<file path="src/rtl/cv32e40p_pkg.sv">
// Shared types for the cv32e40p APU sharing logic.
package cv32e40p_pkg;

    // IDLE: no selection held; LOCKED: winner held until the APU accepts it
    typedef enum logic {
        IDLE   = 1'b0,
        LOCKED = 1'b1
    } apu_arb_state_e;

    // Width of a requester index, never narrower than one bit
    function automatic int apuIdWidth(input int nreq);
        return (nreq > 1) ? $clog2(nreq) : 1;
    endfunction

endpackage

</file>
<file path="src/rtl/cv32e40p_apu_id_fifo.sv">
// In-order FIFO of requester IDs for requests accepted by the APU but not yet answered.
module cv32e40p_apu_id_fifo
    import cv32e40p_pkg::*;
#(
    parameter int DEPTH = 4,
    parameter int WIDTH = 1
) (
    input  logic             clk,
    input  logic             rst_n,
    input  logic             push_i,
    input  logic [WIDTH-1:0] data_i,
    input  logic             pop_i,
    output logic             full_o,
    output logic             empty_o,
    output logic [WIDTH-1:0] head_o
);

    localparam int PW = $clog2(DEPTH);
    localparam int CW = PW + 1;

    logic [WIDTH-1:0] r_mem [DEPTH];
    logic [PW-1:0]    r_wrPtr;
    logic [PW-1:0]    r_rdPtr;
    logic [CW-1:0]    r_count;
    logic             w_doPush;
    logic             w_doPop;

    assign full_o   = (r_count == CW'(DEPTH));
    assign empty_o  = (r_count == '0);
    assign head_o   = r_mem[r_rdPtr];
    assign w_doPush = push_i && !full_o;
    assign w_doPop  = pop_i && !empty_o;

    // Pointers wrap naturally because DEPTH is a power of two
    always_ff @(posedge clk or negedge rst_n) begin
        if (!rst_n) begin
            r_wrPtr <= '0;
            r_rdPtr <= '0;
            r_count <= '0;
            for (int i = 0; i < DEPTH; i++) begin
                r_mem[i] <= '0;
            end
        end else begin
            if (w_doPush) begin
                r_mem[r_wrPtr] <= data_i;
                r_wrPtr        <= r_wrPtr + 1'b1;
            end
            if (w_doPop) begin
                r_rdPtr <= r_rdPtr + 1'b1;
            end
            case ({w_doPush, w_doPop})
                2'b10:   r_count <= r_count + 1'b1;
                2'b01:   r_count <= r_count - 1'b1;
                default: r_count <= r_count;
            endcase
        end
    end

endmodule

</file>
<file path="src/rtl/cv32e40p_apu_arbiter.sv">
// Round-robin arbiter sharing one APU between NREQ requesters, with in-order response routing.
module cv32e40p_apu_arbiter
    import cv32e40p_pkg::*;
#(
    parameter int NREQ          = 2,
    parameter int APU_NARGS_CPU = 3,
    parameter int APU_WOP_CPU   = 6,
    parameter int DEPTH         = 4
) (
    input  logic                                        clk,
    input  logic                                        rst_n,
    input  logic [NREQ-1:0]                             req_i,
    input  logic [NREQ-1:0][APU_NARGS_CPU-1:0][31:0]    operands_i,
    input  logic [NREQ-1:0][APU_WOP_CPU-1:0]            op_i,
    output logic [NREQ-1:0]                             gnt_o,
    output logic [NREQ-1:0]                             rvalid_o,
    output logic [31:0]                                 result_o,
    output logic                                        apu_req_o,
    output logic [APU_NARGS_CPU-1:0][31:0]              apu_operands_o,
    output logic [APU_WOP_CPU-1:0]                      apu_op_o,
    input  logic                                        apu_gnt_i,
    input  logic                                        apu_rvalid_i,
    input  logic [31:0]                                 apu_result_i,
    output logic                                        resp_err_o
);

    localparam int IDW = apuIdWidth(NREQ);

    apu_arb_state_e r_state;
    apu_arb_state_e w_nextState;
    logic [IDW-1:0] r_lastGrant;
    logic [IDW-1:0] r_lockIdx;
    logic           r_respErr;
    logic [IDW-1:0] w_rrWinner;
    logic [IDW-1:0] w_sel;
    logic           w_reqRaw;
    logic           w_apuReq;
    logic           w_handshake;
    logic           w_pop;
    logic           w_fifoFull;
    logic           w_fifoEmpty;
    logic [IDW-1:0] w_head;

    // First active requester scanning upward from the one after the last grant
    function automatic logic [IDW-1:0] rrSelect(input logic [NREQ-1:0] req,
                                                input logic [IDW-1:0]  last);
        logic [IDW-1:0] res;
        logic           found;
        int             idx;
        res   = '0;
        found = 1'b0;
        for (int k = 1; k <= NREQ; k++) begin
            idx = (int'(last) + k) % NREQ;
            if (!found && req[idx]) begin
                res   = IDW'(idx);
                found = 1'b1;
            end
        end
        return res;
    endfunction

    assign w_rrWinner = rrSelect(req_i, r_lastGrant);

    always_ff @(posedge clk or negedge rst_n) begin
        if (!rst_n) begin
            r_state <= IDLE;
        end else begin
            r_state <= w_nextState;
        end
    end

    // New arbitration only when the ID FIFO can take the result; a lock ignores later arrivals
    always_comb begin
        w_nextState = r_state;
        w_reqRaw    = 1'b0;
        w_sel       = r_lockIdx;
        case (r_state)
            IDLE: begin
                if ((|req_i) && !w_fifoFull) begin
                    w_reqRaw = 1'b1;
                    w_sel    = w_rrWinner;
                    if (!apu_gnt_i) begin
                        w_nextState = LOCKED;
                    end
                end
            end
            LOCKED: begin
                w_reqRaw = 1'b1;
                w_sel    = r_lockIdx;
                if (apu_gnt_i) begin
                    w_nextState = IDLE;
                end
            end
            default: w_nextState = IDLE;
        endcase
    end

    assign w_apuReq    = w_reqRaw && rst_n;
    assign w_handshake = w_apuReq && apu_gnt_i;
    assign w_pop       = apu_rvalid_i && !w_fifoEmpty && rst_n;

    always_ff @(posedge clk or negedge rst_n) begin
        if (!rst_n) begin
            r_lastGrant <= IDW'(NREQ - 1);
            r_lockIdx   <= '0;
        end else begin
            if (w_handshake) begin
                r_lastGrant <= w_sel;
            end
            if ((r_state == IDLE) && (w_nextState == LOCKED)) begin
                r_lockIdx <= w_sel;
            end
        end
    end

    // A response with nothing outstanding is a protocol error that stays visible until reset
    always_ff @(posedge clk or negedge rst_n) begin
        if (!rst_n) begin
            r_respErr <= 1'b0;
        end else if (apu_rvalid_i && w_fifoEmpty) begin
            r_respErr <= 1'b1;
        end
    end

    always_comb begin
        gnt_o    = '0;
        rvalid_o = '0;
        if (w_handshake) begin
            gnt_o[w_sel] = 1'b1;
        end
        if (w_pop) begin
            rvalid_o[w_head] = 1'b1;
        end
    end

    assign apu_req_o      = w_apuReq;
    assign apu_operands_o = w_apuReq ? operands_i[w_sel] : '0;
    assign apu_op_o       = w_apuReq ? op_i[w_sel] : '0;
    assign result_o       = apu_result_i;
    assign resp_err_o     = r_respErr;

    cv32e40p_apu_id_fifo #(
        .DEPTH (DEPTH),
        .WIDTH (IDW)
    ) u_idFifo (
        .clk     (clk),
        .rst_n   (rst_n),
        .push_i  (w_handshake),
        .data_i  (w_sel),
        .pop_i   (w_pop),
        .full_o  (w_fifoFull),
        .empty_o (w_fifoEmpty),
        .head_o  (w_head)
    );

endmodule

</file>
<file path="config.mk">
export PLATFORM = sky130hd
export DESIGN_NAME = cv32e40p_apu_arbiter
export DESIGN_NICKNAME = d
export VERILOG_FILES = /design/src/rtl/cv32e40p_pkg.sv /design/src/rtl/cv32e40p_apu_id_fifo.sv /design/src/rtl/cv32e40p_apu_arbiter.sv
export SDC_FILE = /design/constraint.sdc
export NUM_CORES = 1
export LEC_CHECK = 0
export BUFFER_PORTS_ARGS = -buffer_cell sky130_fd_sc_hd__buf_2
export CORE_AREA = 2 2 147 149
export CTS_CLUSTER_SIZE = 30
export DETAILED_ROUTE_END_ITERATION = 8
export DIE_AREA = 0 0 149 151
export PLACE_DENSITY = 0.44
export SLEW_MARGIN = 40
export SYNTH_ARGS = -nofsm -noshare
export SYNTH_HDL_FRONTEND = slang
export SYNTH_HIERARCHICAL = 1
export SYNTH_SLANG_ARGS = --single-unit
</file>
<file path="constraint.sdc">
create_clock -name clk -period 3.1 [get_ports clk]
set_input_delay 0.465 -clock clk [delete_from_list [all_inputs] [get_ports clk]]
set_output_delay 0.465 -clock clk [all_outputs]
set_load 0.05 [all_outputs]
</file>
==> summary.txt <==
Run status
  – Result of the run: finished, final reports clean

Worst hold path
  – Hold Crit Class: in2async

CTS
  – Count of hold-fix buffers inserted at cts: 0
  – H-tree levels: 1
  – TritonCTS buffer count: 3
  – Root buffer cell: clkbuf_16
  – Setup bufs post-CTS: 0
  – CTS tree: built
  – Clock slew at reported path FFs: 50 ps
  – PostCTS Resize Cnt: 0
  – Longest Clk Path Bufs: 2
  – Clock sinks: 15
  – Clock Latency Late Sink: 240 ps

Floorplanning
  – Total Die Area: 22500 um^2
  – I/O pin cnt: 382
  – Die span in x: 149 um
  – Initial Util: 19.11%
  – Core Area: 20820 um^2
  – Core Rows: 53
  – Chip Height: 151 um

Worst setup path
  – Crit-path max FO: 63
  – Worst endpoint data arrival time: 2480 ps
  – CP endpoint kind: output port
  – Startpoint types: register
  – Crit Path Category: reg2out
  – Reg2Reg Depth: 11
  – R2R Path End: u_idFifo/r_count[2]
  – Critical Path RT: 2630 ps
  – Reg2reg start: u_idFifo/r_count[0]
  – Worst R2R Setup Slack: 300 ps

Global routing
  – Overall Global Routing Usage: approximately an eighth
  – Vias in the first global route: 4246
  – Initial antenna violation count: 0
  – Largest net degree at the start of global routing: 111
  – First-pass GRT wire length: 22720 um
  – Total gr overflow: 0

Logic synthesis
  – Largest cells by area after synthesis: o211ai_1 (39%), mux2i_1 (26%), dfrtp_1 (8.8%)
  – Share of the synthesized area in the top cell type: between 30 and 40%
  – Yosys cell types: 35
  – Post-synthesis net count: 747
  – Number of cells produced by synthesis: 499
  – Yosys warns: 6
  – Leading area contributor after synthesis: o211ai_1
  – Synthesized flop and latch total: 15
  – Post-synthesis cell area: approximately 4000 um^2
  – Avg Synthesized Cell Area: about 8.0 um^2
  – Sequential cell area fraction in the yosys report: 9.462%

STA
  – Worst slew margin: 58.05%
  – Post-Route Setup TNS: 0 ps
  – Slew Viols, Final: 0
  – Fin crit period: 2945 ps
  – Worst Tran Pin Value: approximately 630 ps
  – Max Clock Freq: ~340 MHz
  – Count of final hold-check violations: 0
  – RSZ-0062 raised after global routing: false
  – Endpoints failing setup: 0
  – Final WS setup: between 150 and 200 ps
  – Crit share post-route: around 95%
  – Post-Route Skew: 1.493 ps

Drt
  – Routed Wire Length: ~16000 um
  – Wire length per cell: 15.63 um
  – Routed vias: 4738
  – Via density: around 4.8
  – Final ANT Viol Nets: 0
  – Total iterations of the first detailed-routing run: 4
  – DRC: 0
  – Initial drt markers: 177

Placed design
  – RePlAce Congestion: 0.7364
  – Post-place setup slack: roughly 330 ps
  – Cells after DPL: 988
  – I/O Buffers: 317
  – DP HPWL: 11400 um

Flow run
  – Max_cap viols: 0

Pwr
  – Power per cell area: 794.2 nW/um^2
  – Worst VDD drop: 0.4126 mV
  – Leak: 2.619 nW

Final layout
  – Area grow syn2layout: 40.65%
  – Share of layout cells above drive strength 1: 47.56%
  – Filler cell count: 2355
  – Final non-filler cell total: ~990
  – Nets@finish: approximately 970
-- synthesized netlist by cell type, drive strengths merged --
cell,count
a21o,1
a21oi,2
and2,1
and3b,1
buf,55
clkbuf,58
dfrtp,14
dfstp,1
fa,1
ha,5
inv,8
mux2,2
mux2i,103
mux4,1
nand2,9
nand2b,1
nor2,6
nor2b,2
nor3,2
nor3b,2
o211ai,205
o21a,1
o21ai,8
o21ba,1
o31a,1
o32ai,1
or2,1
xnor2,3
xor2,3
-- how the worst max path moves through the flow --
stage | slack, ps | start | depth (start not counted) | end
after global routing | 10 | u_idFifo/r_count[0] | 11 | u_idFifo/r_count[2]
after floorplan | 170 | u_idFifo/r_count[2] | 6 | apu_operands_o[26]
after CTS | 160 | u_idFifo/r_count[2] | 6 | apu_operands_o[34]
final | 150 | r_state | 5 | apu_operands_o[91]
after detailed placement | 330 | u_idFifo/r_count[0] | 11 | u_idFifo/r_count[2]
after global placement | 400 | u_idFifo/r_count[0] | 11 | u_idFifo/r_count[2]
-- area by class of cell --
cell class                      instances  area [um^2]  area share [%]
Clock buffer                            3        75.07           1.341
Tap cell                              275        344.1           6.147
Multi-Input combinational cell        363         3005           53.69
Timing Repair Buffer                  327         1755           31.36
Clock inverter                          1        5.005         0.08941
Inverter                                8        30.03          0.5364
Antenna cell                            1        2.502         0.04470
Sequential cell                        15        380.4           6.795
-- per-stage QoR --
step	utilization [%]	cell area (um^2)	total power, mW	hold slack (ps)
finish	26.88	5598	4.446	128.4
global route	26.87	5595	4.725	140.3
CTS	26.87	5595	4.487	132.3
detailed placement	26.49	5515	4.224	393.5
global placement	26.49	5515	4.241	396.9
floorplan	-	3980	3.494	169.4
-- logic make-up after synthesis --
family / count (synthesis) / synth area share [%]
AOI/OAI and AO/OA: 220 / 41.21
buffers and inverters: 121 / 15.47
muxes: 106 / 27.13
and+or+nand+nor: 25 / 3.333
DFF: 15 / 9.463
xor gates and xnor gates: 6 / 1.321
adders and majority gates: 6 / 2.075
-- critical path, stage by stage, from the launching register on --
cell,delay (ps)
dfrtp_4,450
buf_4,400
buf_4,590
o211ai_1,230
mux2i_1,200
buf_2,290
-- report_power, final --
part | internal [mW] | switching [mW] | leakage (nW)
Combinational | 1.13 | 2.69 | 2.40
Sequential | 0.298 | 0.0889 | 0.175
Clock | 0.172 | 0.0761 | 0.0409
Total | 1.60 | 2.85 | 2.62
-- cells in the final DEF (no fill, tap or decap), types with 2 or more instances in the layout --
| cell type | instances |
|---|---|
| buf_2 | 316 |
| o211ai_1 | 205 |
| mux2i_1 | 103 |
| dfrtp_1 | 13 |
| nand2_1 | 9 |
| o21ai_0 | 8 |
| inv_1 | 7 |
| buf_12 | 7 |
| nor2_1 | 6 |
| ha_1 | 5 |
| clkbuf_16 | 3 |
| buf_4 | 3 |
| xnor2_1 | 3 |
| xor2_1 | 3 |
| nor2b_1 | 2 |
| nor3_1 | 2 |
| a21oi_1 | 2 |
-- per-layer routing --
metal	up-vias	GRT usage (%)	wire [um]
li1	2386	-	-
met1	2153	15.78	6552
met4	0	2.095	190
met5	-	0	0
met2	181	21.43	7733
met3	18	1.807	1047
-- state kept, by name, indices dropped and copies added, names as in the netlist --
name              flops
resp_err_o            1
r_lockIdx             1
u_idFifo/r_mem        4
u_idFifo/r_rdPtr      2
u_idFifo/r_wrPtr      2
r_lastGrant           1
r_state               1
u_idFifo/r_count      3
(Power assumes the default switching activity.)
